`src/rtl/in_channel.sv`:
```
`default_nettype none
// +----------------------------------------------------------------------------+
// | Module      : in_channel                                                   |
// | Description : Input channel FIFO feeding the program's "in" / "inSize"     |
// |               instructions. Optional sticky underflow flag is enabled by    |
// |               defining IN_CHANNEL_UNDERFLOW_EN.                             |
// | Revision    : 1.0 - initial release                                        |
// +----------------------------------------------------------------------------+
module in_channel #(
  parameter int MemoryElementWidth = 12,
  parameter int NIn                = 3
) (
  input  logic                          clock,
  input  logic                          reset,
  input  logic                          in_valid,
  input  logic [MemoryElementWidth-1:0] in_data,
  output logic                          in_ready,
  input  logic                          pop,
  output logic [MemoryElementWidth-1:0] pop_data,
  output logic [MemoryElementWidth-1:0] size,
  output logic                          underflow
);

  localparam int PTR_W = (NIn > 1) ? $clog2(NIn) : 1;

  localparam logic [PTR_W-1:0]              c_ptr_last = PTR_W'(NIn - 1);
  localparam logic [PTR_W-1:0]              c_ptr_one  = PTR_W'(1);
  localparam logic [MemoryElementWidth-1:0] c_nin      = MemoryElementWidth'(NIn);
  localparam logic [MemoryElementWidth-1:0] c_cnt_one  = MemoryElementWidth'(1);

  logic [MemoryElementWidth-1:0] r_mem [NIn];
  logic [PTR_W-1:0]              r_wr_ptr;
  logic [PTR_W-1:0]              r_rd_ptr;
  logic [MemoryElementWidth-1:0] r_count;
  logic [MemoryElementWidth-1:0] r_pop_data;

  logic w_push;
  logic w_pop;
  logic w_empty;

  // Ready depends only on the registered count, so a same-cycle pop never frees a slot early.
  assign w_empty  = (r_count == '0);
  assign in_ready = (r_count < c_nin);
  assign w_push   = in_valid && in_ready;
  assign w_pop    = pop && !w_empty;

  assign pop_data = r_pop_data;
  assign size     = r_count;

  // Storage is not reset; stale entries are unreachable once count is zero.
  always_ff @(posedge clock) begin
    if (!reset && w_push) begin
      r_mem[r_wr_ptr] <= in_data;
    end
  end

  always_ff @(posedge clock) begin
    if (reset) begin
      r_wr_ptr   <= '0;
      r_rd_ptr   <= '0;
      r_count    <= '0;
      r_pop_data <= '0;
    end else begin
      if (w_push) begin
        r_wr_ptr <= (r_wr_ptr == c_ptr_last) ? '0 : r_wr_ptr + c_ptr_one;
      end
      if (w_pop) begin
        r_pop_data <= r_mem[r_rd_ptr];
        r_rd_ptr   <= (r_rd_ptr == c_ptr_last) ? '0 : r_rd_ptr + c_ptr_one;
      end
      if (w_push && !w_pop) begin
        r_count <= r_count + c_cnt_one;
      end else if (!w_push && w_pop) begin
        r_count <= r_count - c_cnt_one;
      end
    end
  end

`ifdef IN_CHANNEL_UNDERFLOW_EN
  logic r_underflow;

  always_ff @(posedge clock) begin
    if (reset) begin
      r_underflow <= 1'b0;
    end else if (pop && w_empty) begin
      r_underflow <= 1'b1;
    end
  end

  assign underflow = r_underflow;
`else
  assign underflow = 1'b0;
`endif

endmodule
`default_nettype wire

```
`config.mk`:
```
export PLATFORM = sky130hd
export DESIGN_NAME = in_channel
export DESIGN_NICKNAME = d
export VERILOG_FILES = /design/src/rtl/in_channel.sv
export SDC_FILE = /design/constraint.sdc
export NUM_CORES = 1
export LEC_CHECK = 0
export BUFFER_PORTS_ARGS = -buffer_cell sky130_fd_sc_hd__clkbuf_2
export CAP_MARGIN = 20
export CORE_MARGIN = 5
export CORE_UTILIZATION = 45
export CTS_BUF_LIST = sky130_fd_sc_hd__clkbuf_16
export CTS_CLUSTER_DIAMETER = 30
export DETAILED_ROUTE_END_ITERATION = 7
export GPL_ROUTABILITY_DRIVEN = 0
export HOLD_SLACK_MARGIN = 0.15
export PLACE_DENSITY = 0.76
export SETUP_SLACK_MARGIN = 0.02
export SLEW_MARGIN = 15
export SYNTH_ARGS = -nofsm -noshare
export SYNTH_HDL_FRONTEND = slang
export SYNTH_SLANG_ARGS = --single-unit
```
`constraint.sdc`:
```
create_clock -name clock -period 4.2 [get_ports clock]
set_input_delay 0.84 -clock clock [delete_from_list [all_inputs] [get_ports clock]]
set_output_delay 0.84 -clock clock [all_outputs]
set_load 0.05 [all_outputs]
```
-- Yosys cells after proc, flatten, opt, wreduce, memory -nomap -nowiden
Memory sizes are Yosys's and may differ from the RTL's. A register that Yosys moved wholly into a read port is not among the register bits.
Index checks and enable logic that the tools add are counted.
- add/subtract/negate cells: 4
- $lt $le $gt $ge: 1
- equality and inequality tests: 2
- multiplexer cells: 6
- reduce and logical (&&, ||, !) cells: 11
- operators by type and width (operator ; count):
    $mux W12 ; 2
    $add A12 B1 Y12 const B ; 1
    $logic_not A12 Y1 ; 1
    $lt A12 B2 Y1 const B ; 1
    $sub A12 B1 Y12 const B ; 1
    $logic_and A1 B1 Y1 ; 5
    $add A2 B1 Y2 const B ; 2
    $eq A2 B2 Y1 const B ; 2
    $logic_not A1 Y1 ; 4
    $mux W2 ; 2
    $mux W1 ; 2
    $reduce_bool A2 Y1 ; 1
- register bits after elaboration: 16
- bits in writable memories: 36
- input port bits: 16
- output and inout bits: 26
- word-level logic and storage cells: 28
- memories kept: 1
- memory list (name ; words ; width ; rd ports ; clocked after memory_dff ; write ports ; line ; source):
    r_mem ; 3 ; 12 ; 1 ; 1 ; 1 ; 31 ; logic [MemoryElementWidth-1:0] r_mem [NIn];

-- Logic depth before layout (Yosys ltp)
Gate-level depths: netlist of run 1.
- word-level depth: 6
- gate-level depth with buffers: 12
- mapped depth without buffers: 12

-- Worst setup path after synthesis of run 1
OpenSTA, ideal clock, no wires.
- path kind: reg-to-reg
- from: reg r_count[7], in the netlist size[7]
- to: reg r_count[10], in the netlist size[10]
- setup time: 0.086 ns
- arrival time: 4.049 ns
- required time: 4.114 ns
- path slack: 0.066 ns
- cell stages (with the launch flop): 13
- buffers on the path: 0
- clock period less this slack: 4.134 ns
- cell sequence: dfxtp_1 -> or4_4 -> a2111oi_4 -> nand2_1 -> inv_1 -> ha_1 -> inv_1 -> fa_1 -> a21o_1 -> a221oi_1 -> o21ai_0 -> xnor2_1 -> a211oi_1
- elaborated cells on any way between the ends: 14
- classes of those cells: 2 x add/sub; 1 x order compare; 2 x mux; 9 x reduce/logical
- RTL lines (element ; line ; source):
    start, declared ; 34 ; logic [MemoryElementWidth-1:0] r_count;
    start signal, assigned ; 72 ; r_count <= r_count + c_cnt_one;
    start signal, assigned ; 74 ; r_count <= r_count - c_cnt_one;
    $lt A12 B2 Y1 * ; 43 ; assign in_ready = (r_count < c_nin);
    net in_ready ; 17 ; output logic in_ready,
    $logic_and A1 B1 Y1 * ; 44 ; assign w_push = in_valid && in_ready;
    net w_push ; 37 ; logic w_push;
    $logic_not A1 Y1 ; 73 ; end else if (!w_push && w_pop) begin
    $logic_and A1 B1 Y1 ; 73 ;
    $reduce_bool A2 Y1 (no line) ; n/a ;
Mark *: on every way through the listed nets, which the timed path passes. The rest lies on a longest branch. The select of a mux whose other input is x is not followed.
A chain may end at the register's enable or synchronous reset.

-- Worst setup path in the final report of run 1
- from: reg r_count[7], in the netlist size[7]
- to: reg r_count[10], in the netlist size[10]
- elaborated cells on any way between the ends: 14
- classes of those cells: 2 x add/sub; 1 x order compare; 2 x mux; 9 x reduce/logical
- RTL lines (element ; line):
    $lt A12 B2 Y1 * ; 43
    $logic_and A1 B1 Y1 * ; 44
    net w_push ; 37
    $logic_not A1 Y1 ; 73
    $logic_and A1 B1 Y1 ; 73
    $reduce_bool A2 Y1 (no line) ; n/a
Marks and branches as above.

==> results of run 1 <==
-- cell usage in the layout, fill, tap and decap left out, types with 4 or more instances in the layout --
cell type  instances
mux2i_1           26
a21o_1             5
dfxtp_1           28
buf_4              5
edfxtp_1          36
clkbuf_16          9
nand2_1           31
clkbuf_2          40
xnor2_1            5
nor2_2             7
o211ai_1           5
nor2_1            12
a21oi_1           16
inv_1              4
ha_1              11
o21ai_0           18
-- metal layers --
layer	share of wire	vias to the layer above	routed length [µm]
met5	0	-	0
met4	0.014	0	87
met3	0.052	9	326
met2	0.50	45	3123
met1	0.44	1036	2740
li1	-	1052	-
-- cell families after synthesis --
family / Yosys count
AO/OA/AOI/OAI: 56
XOR/XNOR: 7
adder cells (fa/ha/maj): 12
buffers and inverters: 18
flip-flops: 64
multiplexers: 26
other: 1
AND/OR/NAND/NOR: 78
-- final cells by class --
class	instances	area, µm²
sequential	64	1642
tap	77	96.34
clock buffer	9	225.2
multi-input combinational	180	1270
fill	553	2825
timing repair buffer	45	237.7
clock inverter	7	71.32
inverter	5	18.77
-- flip-flops by register name, summed over array words and instances, names as in the netlist --
| register | count |
|---|---|
| pop_data | 12 |
| r_rd_ptr | 2 |
| r_mem | 36 |
| size | 12 |
| r_wr_ptr | 2 |
-- worst min-delay path, stage by stage (launching register included) --
cell	delay, ns
dfxtp_1	0.32
mux2i_1	0.07
nor2_1	0.07
-- power by group --
group / switching (mW) / internal [mW] / total [mW]
Combinational: 0.718 / 0.405 / 1.12
Sequential: 0.104 / 0.749 / 0.854
Clock: 0.265 / 0.458 / 0.723
-- path summary, 6_finish.rpt --
check	from	endpoint	cells past startpoint
max	size[7]	size[10]	12
min	pop_data[5]	pop_data[5]	2
max reg2reg	size[7]	size[10]	12
min reg2reg	pop_data[5]	pop_data[5]	2
-- through the flow --
stage	utilization	total power, mW	cell area [µm²]	hold WS (ns)	worst slack, ns
final	0.5576	2.700	3561	0.5023	0.3880
after floorplan	-	1.738	2978	0.4669	0.06562
after global routing	0.5576	2.861	3561	0.5512	0.1116
after CTS	0.5576	2.715	3561	0.5028	0.4020
after global placement	0.5112	1.954	3264	0.4779	0.5728
after detailed placement	0.5112	1.977	3264	0.4892	0.4055
==> results.toml, run 1 <==
[grt]
grt_max_degree = 34
grt_use_met3 = 0.06529
met2_usage = 0.2422
grt_pass1_wl_mm = 10.47
gr-total-overflow = 0
grt_pass1_vias = 2179
track_usage = 0.1583
grt_util_met1 = 0.2017
antenna_found_initial = 0
grt-busiest-layer = "met2"

[setup_path]
cp_max_fo = 13
cp.arrival_ns = 4.05
crit_path_max_incr_delay_ns = 0.58
startpoint_type = "flop"
cp.required_ns = 4.44
crit_slowest_cell = "or4_4"
crit_type = "flop to flop"
cp_top_family = "compound AO/OA/AOI/OAI gates"
critPathCaptureType = "flop"
path_buf_inv = 2
r2r_slack_ns = 0.39
path_cells = "or4_4 -> a2111oi_4 -> nand2_1 -> inv_1 -> ha_1 -> inv_1 -> ha_1 -> a21o_1 -> a221oi_1 -> o21ai_0 -> xnor2_1 -> a211oi_1"

[timing]
fmax_mhz = 262.3
rsz0062_at_grt = "no"
slew_viol_final = 0
setup_viol_count_final = 0
post-route-min-period_ns = 3.812
hold_viol_final = 0
worstMarginPinSlew_ns = 0.8286
maxSlewHeadroom = 0.4468
setup_tns_ns = 0
clock_skew_ns = 0.002499
min_period_over_period = 0.9076

[synthesis]
syn_area_um2 = 2978
synth_top_family_by_area = "simple AND/OR/NAND/NOR gates"
synth_top_flop_cell = "edfxtp_1"
synth.ff_latch_count = 64
ys.warnings.count = 0
yosys.area_share.simple = 0.1336
synth_area_per_cell_um2 = 11.37
ys_types = 47
synth_compound_area_frac = 0.1265
yosysMostFrequentCell = "edfxtp_1"
synth_common_cells = "edfxtp_1, nand2_1, dfxtp_1"
synth_nets = 290
synthMuxAreaShare = 0.08739
ys_top_cells_by_area = "edfxtp_1, dfxtp_1, mux2i_1"
synth_edf_count = 36
syn_inst = 262
synth-seq-area-share = 0.5513
synth_top_cell_by_area = "edfxtp_1"
synth_xor_area_frac = 0.02059
synth_top_cell_area_share = 0.3630
synthAdderAreaFrac = 0.05294
postSynth.asyncResetShare = 0

[die]
die_area_um2 = 8344
die_w_um = 91.35
row_count = 29
io_pins = 42
core_um2 = 6386
start_util = 0.4663
die_h_um = 91.35

[clocking]
clk_latency_ns = 0.32
cts.sinks = 64
cts_made_buffers = 9
clockBufferDepth = 2
post-cts-setup-buffers = 0
tritoncts = "built"
cts_resized = 0
root_buffer = "clkbuf_16"
cts_hold_buf = 0
htree_levels = 3
clkSlewWorstSetupHoldPaths_ns = 0.05

[drt]
drt-wirelength-per-cell_um = 16.22
via_count = 2142
first_pass_iters = 4
via_per_inst = 5.535
drc = 0
drtAntennaViolNets = 0
first_iter_violations = 84
drt_wl_total_mm = 6.278

[layout]
nets = 333
drive_gt1_frac = 0.2484
area_delta_synth_final_pct = 19.58
antennaDiodeCount = 0
finalNonFillerCells = 387

[pwr]
ir_worst_vdd_uv = 526.5
power_density_nw_per_um2 = 758.3
p_leak_nw = 1.432

[placed_design]
hpwl_mm = 4.137
dp.cells = 371
port_buffers = 40

[run_status]
status = "finished clean"

[hold_path]
hp-class = "flop to flop"

[flow_run]
drv_cap = 0
Power figures use the tool's default switching activity.
==> run 2: changes to the inputs <==
- BUFFER_PORTS_ARGS: -buffer_cell sky130_fd_sc_hd__clkbuf_2 -> -buffer_cell sky130_fd_sc_hd__buf_2
- CELL_PAD_IN_SITES_DETAIL_PLACEMENT: not set -> 1
- CELL_PAD_IN_SITES_GLOBAL_PLACEMENT: not set -> 1
- PLACE_DENSITY: 0.76 -> 0.9
==> results.toml, run 2 (same netlist as run 1, synthesis figures left out) <==
[setup_path]
startpoint = "size[7]"
cp_max_fo = 13
startpoint_type = "flop"
crit_type = "flop to flop"
reg2reg_from = "size[7]"
path_cells = "or4_4 -> a2111oi_4 -> nand2_1 -> inv_1 -> ha_1 -> inv_1 -> fa_1 -> a21o_1 -> a221oi_1 -> o21ai_0 -> xnor2_1 -> a211oi_1"
crit_path_max_incr_delay_ns = 0.59
critPathCaptureType = "flop"
crit_top_cell = "inv_1"
r2r_slack_ns = 0.28
cp.arrival_ns = 4.16
cp.required_ns = 4.44
crit_slowest_cell = "or4_4"

[clocking]
tritoncts = "built"
cts_hold_buf = 0
cts_resized = 0
htree_levels = 3
cts_made_buffers = 9
post-cts-setup-buffers = 0
cts.sinks = 64
clkSlewWorstSetupHoldPaths_ns = 0.06
root_buffer = "clkbuf_16"
clockBufferDepth = 2
clk_latency_ns = 0.33

[die]
start_util = 0.4663
die_area_um2 = 8344
die_w_um = 91.35
row_count = 29
io_pins = 42
die_h_um = 91.35
core_um2 = 6386

[timing]
maxSlewHeadroom = 0.4240
slew_viol_final = 0
fmax_mhz = 255.1
worstMarginPinSlew_ns = 0.8628
hold_viol_final = 0
post-route-min-period_ns = 3.920
setup_viol_count_final = 0
timing.hold.ws_ns = 0.4934
rsz0062_at_grt = "no"
setup_tns_ns = 0
min_period_over_period = 0.9332
finalWorstSetupSlack_ns = 0.2804
clock_skew_ns = 0.009323

[pwr]
clock_power_share = 0.289
power_density_nw_per_um2 = 792.8
switching_power_mw = 1.159
p_leak_nw = 1.450
p_int_mw = 1.677
comb_power_share = 0.409
p_seq_frac = 0.302
ir_worst_vdd_uv = 412.5
p_sw_frac = 0.4086
p_total_mw = 2.836

[grt]
grt_use_met3 = 0.04959
gr-total-overflow = 0
met2_usage = 0.3606
grt_pass1_wl_mm = 12.74
grt-busiest-layer = "met2"
grt_util_met1 = 0.2288
grt_pass1_vias = 2373
antenna_found_initial = 0
grt_max_degree = 35
track_usage = 0.1986

[layout]
fillers = 694
final_common_cell = "buf_2"
area_delta_synth_final_pct = 20.13
largest_register_ffs = 36
mostFrequentLayoutCells = "buf_2, edfxtp_1, nand2_1"
top_register = "r_mem"
drive_gt1_frac = 0.2468
nets = 331
antennaDiodeCount = 0

[hold_path]
min-delay-start = "pop_data[5]"
hp-class = "flop to flop"

[drt]
via_count = 2206
drt_wl_total_mm = 7.969
first_pass_iters = 4
first_iter_violations = 90
drt-wirelength-per-cell_um = 20.70
drtAntennaViolNets = 0
drc = 0
via_per_inst = 5.730

[run_status]
status = "finished clean"

[placed_design]
port_buffers = 40
place_ws_ns = 0.3459
hpwl_mm = 5.119

[flow_run]
drv_cap = 0
run 2: changes by cell type in the layout (fill, tap and decap cells not counted), sizes merged:
| cell | before | now |
|---|---|---|
| inv | 5 | 6 |
| clkbuf | 49 | 9 |
| clkinvlp | 2 | 1 |
| bufinv | 1 | 2 |
| buf | 5 | 43 |
| clkinv | 4 | 3 |
run 2: cell type report:
| cell class | instances | area, µm² | area share |
|---|---|---|---|
| clock inverters | 7 | 102.6 | 0.02868 |
| flip-flops and latches | 64 | 1642 | 0.4589 |
| well taps | 77 | 96.34 | 0.02693 |
| multi-input cells | 180 | 1270 | 0.3550 |
| clock buffers | 9 | 225.2 | 0.06296 |
| inverters | 5 | 18.77 | 0.005247 |
| repair buffers | 43 | 222.7 | 0.06226 |
run 2: power by group through the flow:
stage	sequential, mW	combinational (mW)	clock, mW
detailed placement	0.866	1.15	0
floorplan	1.03	0.711	0
global placement	0.857	1.10	0
CTS	0.856	1.17	0.835
finish	0.856	1.16	0.819
global route	0.869	1.26	0.864
run 2: per-stage QoR:
stage,area (µm²),util,instances
3_3_place_gp,3249,0.5088,369
5_1_grt,3577,0.5601,385
4_1_cts,3577,0.5601,385
2_1_floorplan,2978,-,262
3_5_place_dp,3249,0.5088,369
6_report,3577,0.5601,385
run 2: worst paths after layout:
path                  to  cells after the start
max             size[10]                     12
max reg2reg     size[10]                     12
min          pop_data[5]                      2
min reg2reg  pop_data[5]                      2
run 2: per-layer routing:
layer	part of all wire	vias up
met3	0.039	12
met1	0.42	1098
li1	-	1058
met4	0.012	0
met5	0	-
met2	0.53	38
run 2: worst max-delay path: cells and delay by family, from the launching register on:
family	cells	cell delay [ns]
flops	1	0.34
xor+xnor	1	0.16
fa+ha+maj	2	0.67
compound gates	5	1.49
buf+inv	2	0.36
simple gates	2	0.82
==> run 3: changes to the inputs <==
--- a/constraint.sdc
+++ b/constraint.sdc
@@ -3,2 +3,2 @@
 set_output_delay 0.84 -clock clock [all_outputs]
-set_load 0.05 [all_outputs]
+set_load 0.1 [all_outputs]
==> results.toml, run 3 (same netlist as run 1, synthesis figures left out) <==
[run_status]
status = "finished clean"

[hold_path]
hp-class = "flop to flop"
min-delay-start = "size[6]"
hold_depth = 2
min_to = "size[6]"

[timing]
min_period_over_period = 0.8646
rsz0062_at_grt = "no"
setup_viol_count_final = 0
setup_tns_ns = 0
clock_skew_ns = 0.006045
fmax_mhz = 275.4
maxSlewHeadroom = 0.4254
post-route-min-period_ns = 3.631
slew_viol_final = 0
hold_viol_final = 0
worstMarginPinSlew_ns = 0.8608

[pwr]
ir_worst_vdd_uv = 672.9
p_leak_nw = 1.454
p_total_mw = 3.147
power_density_nw_per_um2 = 861.8

[layout]
largest_register_ffs = 36
nets = 331
antennaDiodeCount = 0
area_delta_synth_final_pct = 22.65
fillers = 669
final_common_cell = "buf_2"
drive_gt1_frac = 0.3052
mostFrequentLayoutCells = "buf_2, edfxtp_1, nand2_1"
top_register = "r_mem"

[setup_path]
critPathCaptureType = "flop"
path_cells = "or4_4 -> a2111oi_4 -> nand2_2 -> inv_2 -> ha_4 -> inv_6 -> ha_1 -> a211oi_1 -> o211ai_1 -> nand3_1 -> nor4bb_1 -> o211ai_1"
startpoint_type = "flop"
crit_path_max_incr_delay_ns = 0.58
r2r_slack_ns = 0.57
cp.arrival_ns = 3.82
r2r_cells = 12
cp_max_fo = 13
reg2reg_from = "size[3]"
crit_slowest_cell = "or4_4"
crit_type = "flop to flop"
crit_top_cell = "o211ai_1"
r2r_end = "size[11]"
cp.required_ns = 4.38

[drt]
drtAntennaViolNets = 0
first_pass_iters = 4
first_iter_violations = 218
drt-wirelength-per-cell_um = 20.52
drc = 0
drt_wl_total_mm = 7.900
via_count = 2249
via_per_inst = 5.842

[clocking]
cts_made_buffers = 9
clockBufferDepth = 2
cts.sinks = 64
tritoncts = "built"
post-cts-setup-buffers = 0
cts_hold_buf = 0
cts_resized = 0
clk_latency_ns = 0.33
clkSlewWorstSetupHoldPaths_ns = 0.06
root_buffer = "clkbuf_16"
htree_levels = 3

[placed_design]
port_buffers = 40
hpwl_mm = 4.936

[die]
row_count = 29
die_w_um = 91.35
die_area_um2 = 8344
core_um2 = 6386
die_h_um = 91.35
start_util = 0.4663
io_pins = 42

[grt]
grt_max_degree = 35
grt_pass1_vias = 2457
antenna_found_initial = 0
track_usage = 0.1948
gr-total-overflow = 0
grt_pass1_wl_mm = 12.65

[flow_run]
drv_cap = 0
-- run 3: cell types whose count changed in the layout (fill, tap and decap cells not counted), sizes merged --
cell / before / now
inv: 6 / 5
clkinvlp: 1 / 2
-- run 3: power by group --
group | leakage [nW] | internal (mW) | switching [mW] | total (mW)
Sequential | 0.559 | 0.759 | 0.111 | 0.870
Clock | 0.152 | 0.519 | 0.287 | 0.806
Combinational | 0.742 | 0.444 | 1.03 | 1.47
Total | 1.45 | 1.72 | 1.43 | 3.15
-- run 3: through the flow --
stage / worst slack (ns) / instance area (µm²) / utilization / std cells / hold slack (ns)
global placement: 0.9999 / 3333 / 0.5219 / 369 / 0.4666
finish: 0.5687 / 3652 / 0.5719 / 385 / 0.4944
floorplan: -0.07155 / 3068 / - / 262 / 0.4774
detailed placement: 0.7371 / 3333 / 0.5219 / 369 / 0.4924
CTS: 0.6518 / 3652 / 0.5719 / 385 / 0.5001
global route: 0.4031 / 3652 / 0.5719 / 385 / 0.5233
-- run 3: final cells by class --
| cell class | instances | area, µm² | share of cell area |
|---|---|---|---|
| timing repair buffer | 43 | 222.7 | 0.06098 |
| sequential | 64 | 1662 | 0.4549 |
| clock buffer | 9 | 225.2 | 0.06167 |
| multi-input combinational | 180 | 1329 | 0.3638 |
| inverter | 5 | 23.77 | 0.006509 |
| clock inverter | 7 | 93.84 | 0.02569 |
| tap | 77 | 96.34 | 0.02638 |
-- run 3: critical path, delay by kind of cell (launching register included) --
kind	cells	cell delay, ns
adders and majority gates	2	0.48
buffers and inverters	2	0.21
and+or+nand+nor	4	1.35
AOI/OAI and AO/OA	4	1.10
DFF	1	0.36
-- run 3: how the worst max path moves through the flow --
stage | cells past startpoint | startpoint | slack [ns] | endpoint
2_1_floorplan | 12 | size[3] | -0.07 | size[10]
3_3_place_gp | 12 | size[3] | 1.0 | size[10]
3_5_place_dp | 12 | size[3] | 0.74 | size[11]
4_1_cts | 12 | size[3] | 0.65 | size[11]
5_1_grt | 12 | size[3] | 0.40 | size[11]
6_report | 12 | size[3] | 0.57 | size[11]
-- run 3: per-layer routing --
metal / global-route usage / routed length [µm] / part of all wire / vias up
met1: 0.2263 / 3354 / 0.42 / 1122
met3: 0.05289 / 388 / 0.049 / 16
met5: 0 / 0 / 0 / -
met2: 0.3293 / 3989 / 0.50 / 65
met4: 0.09780 / 167 / 0.021 / 0
li1: - / - / - / 1046
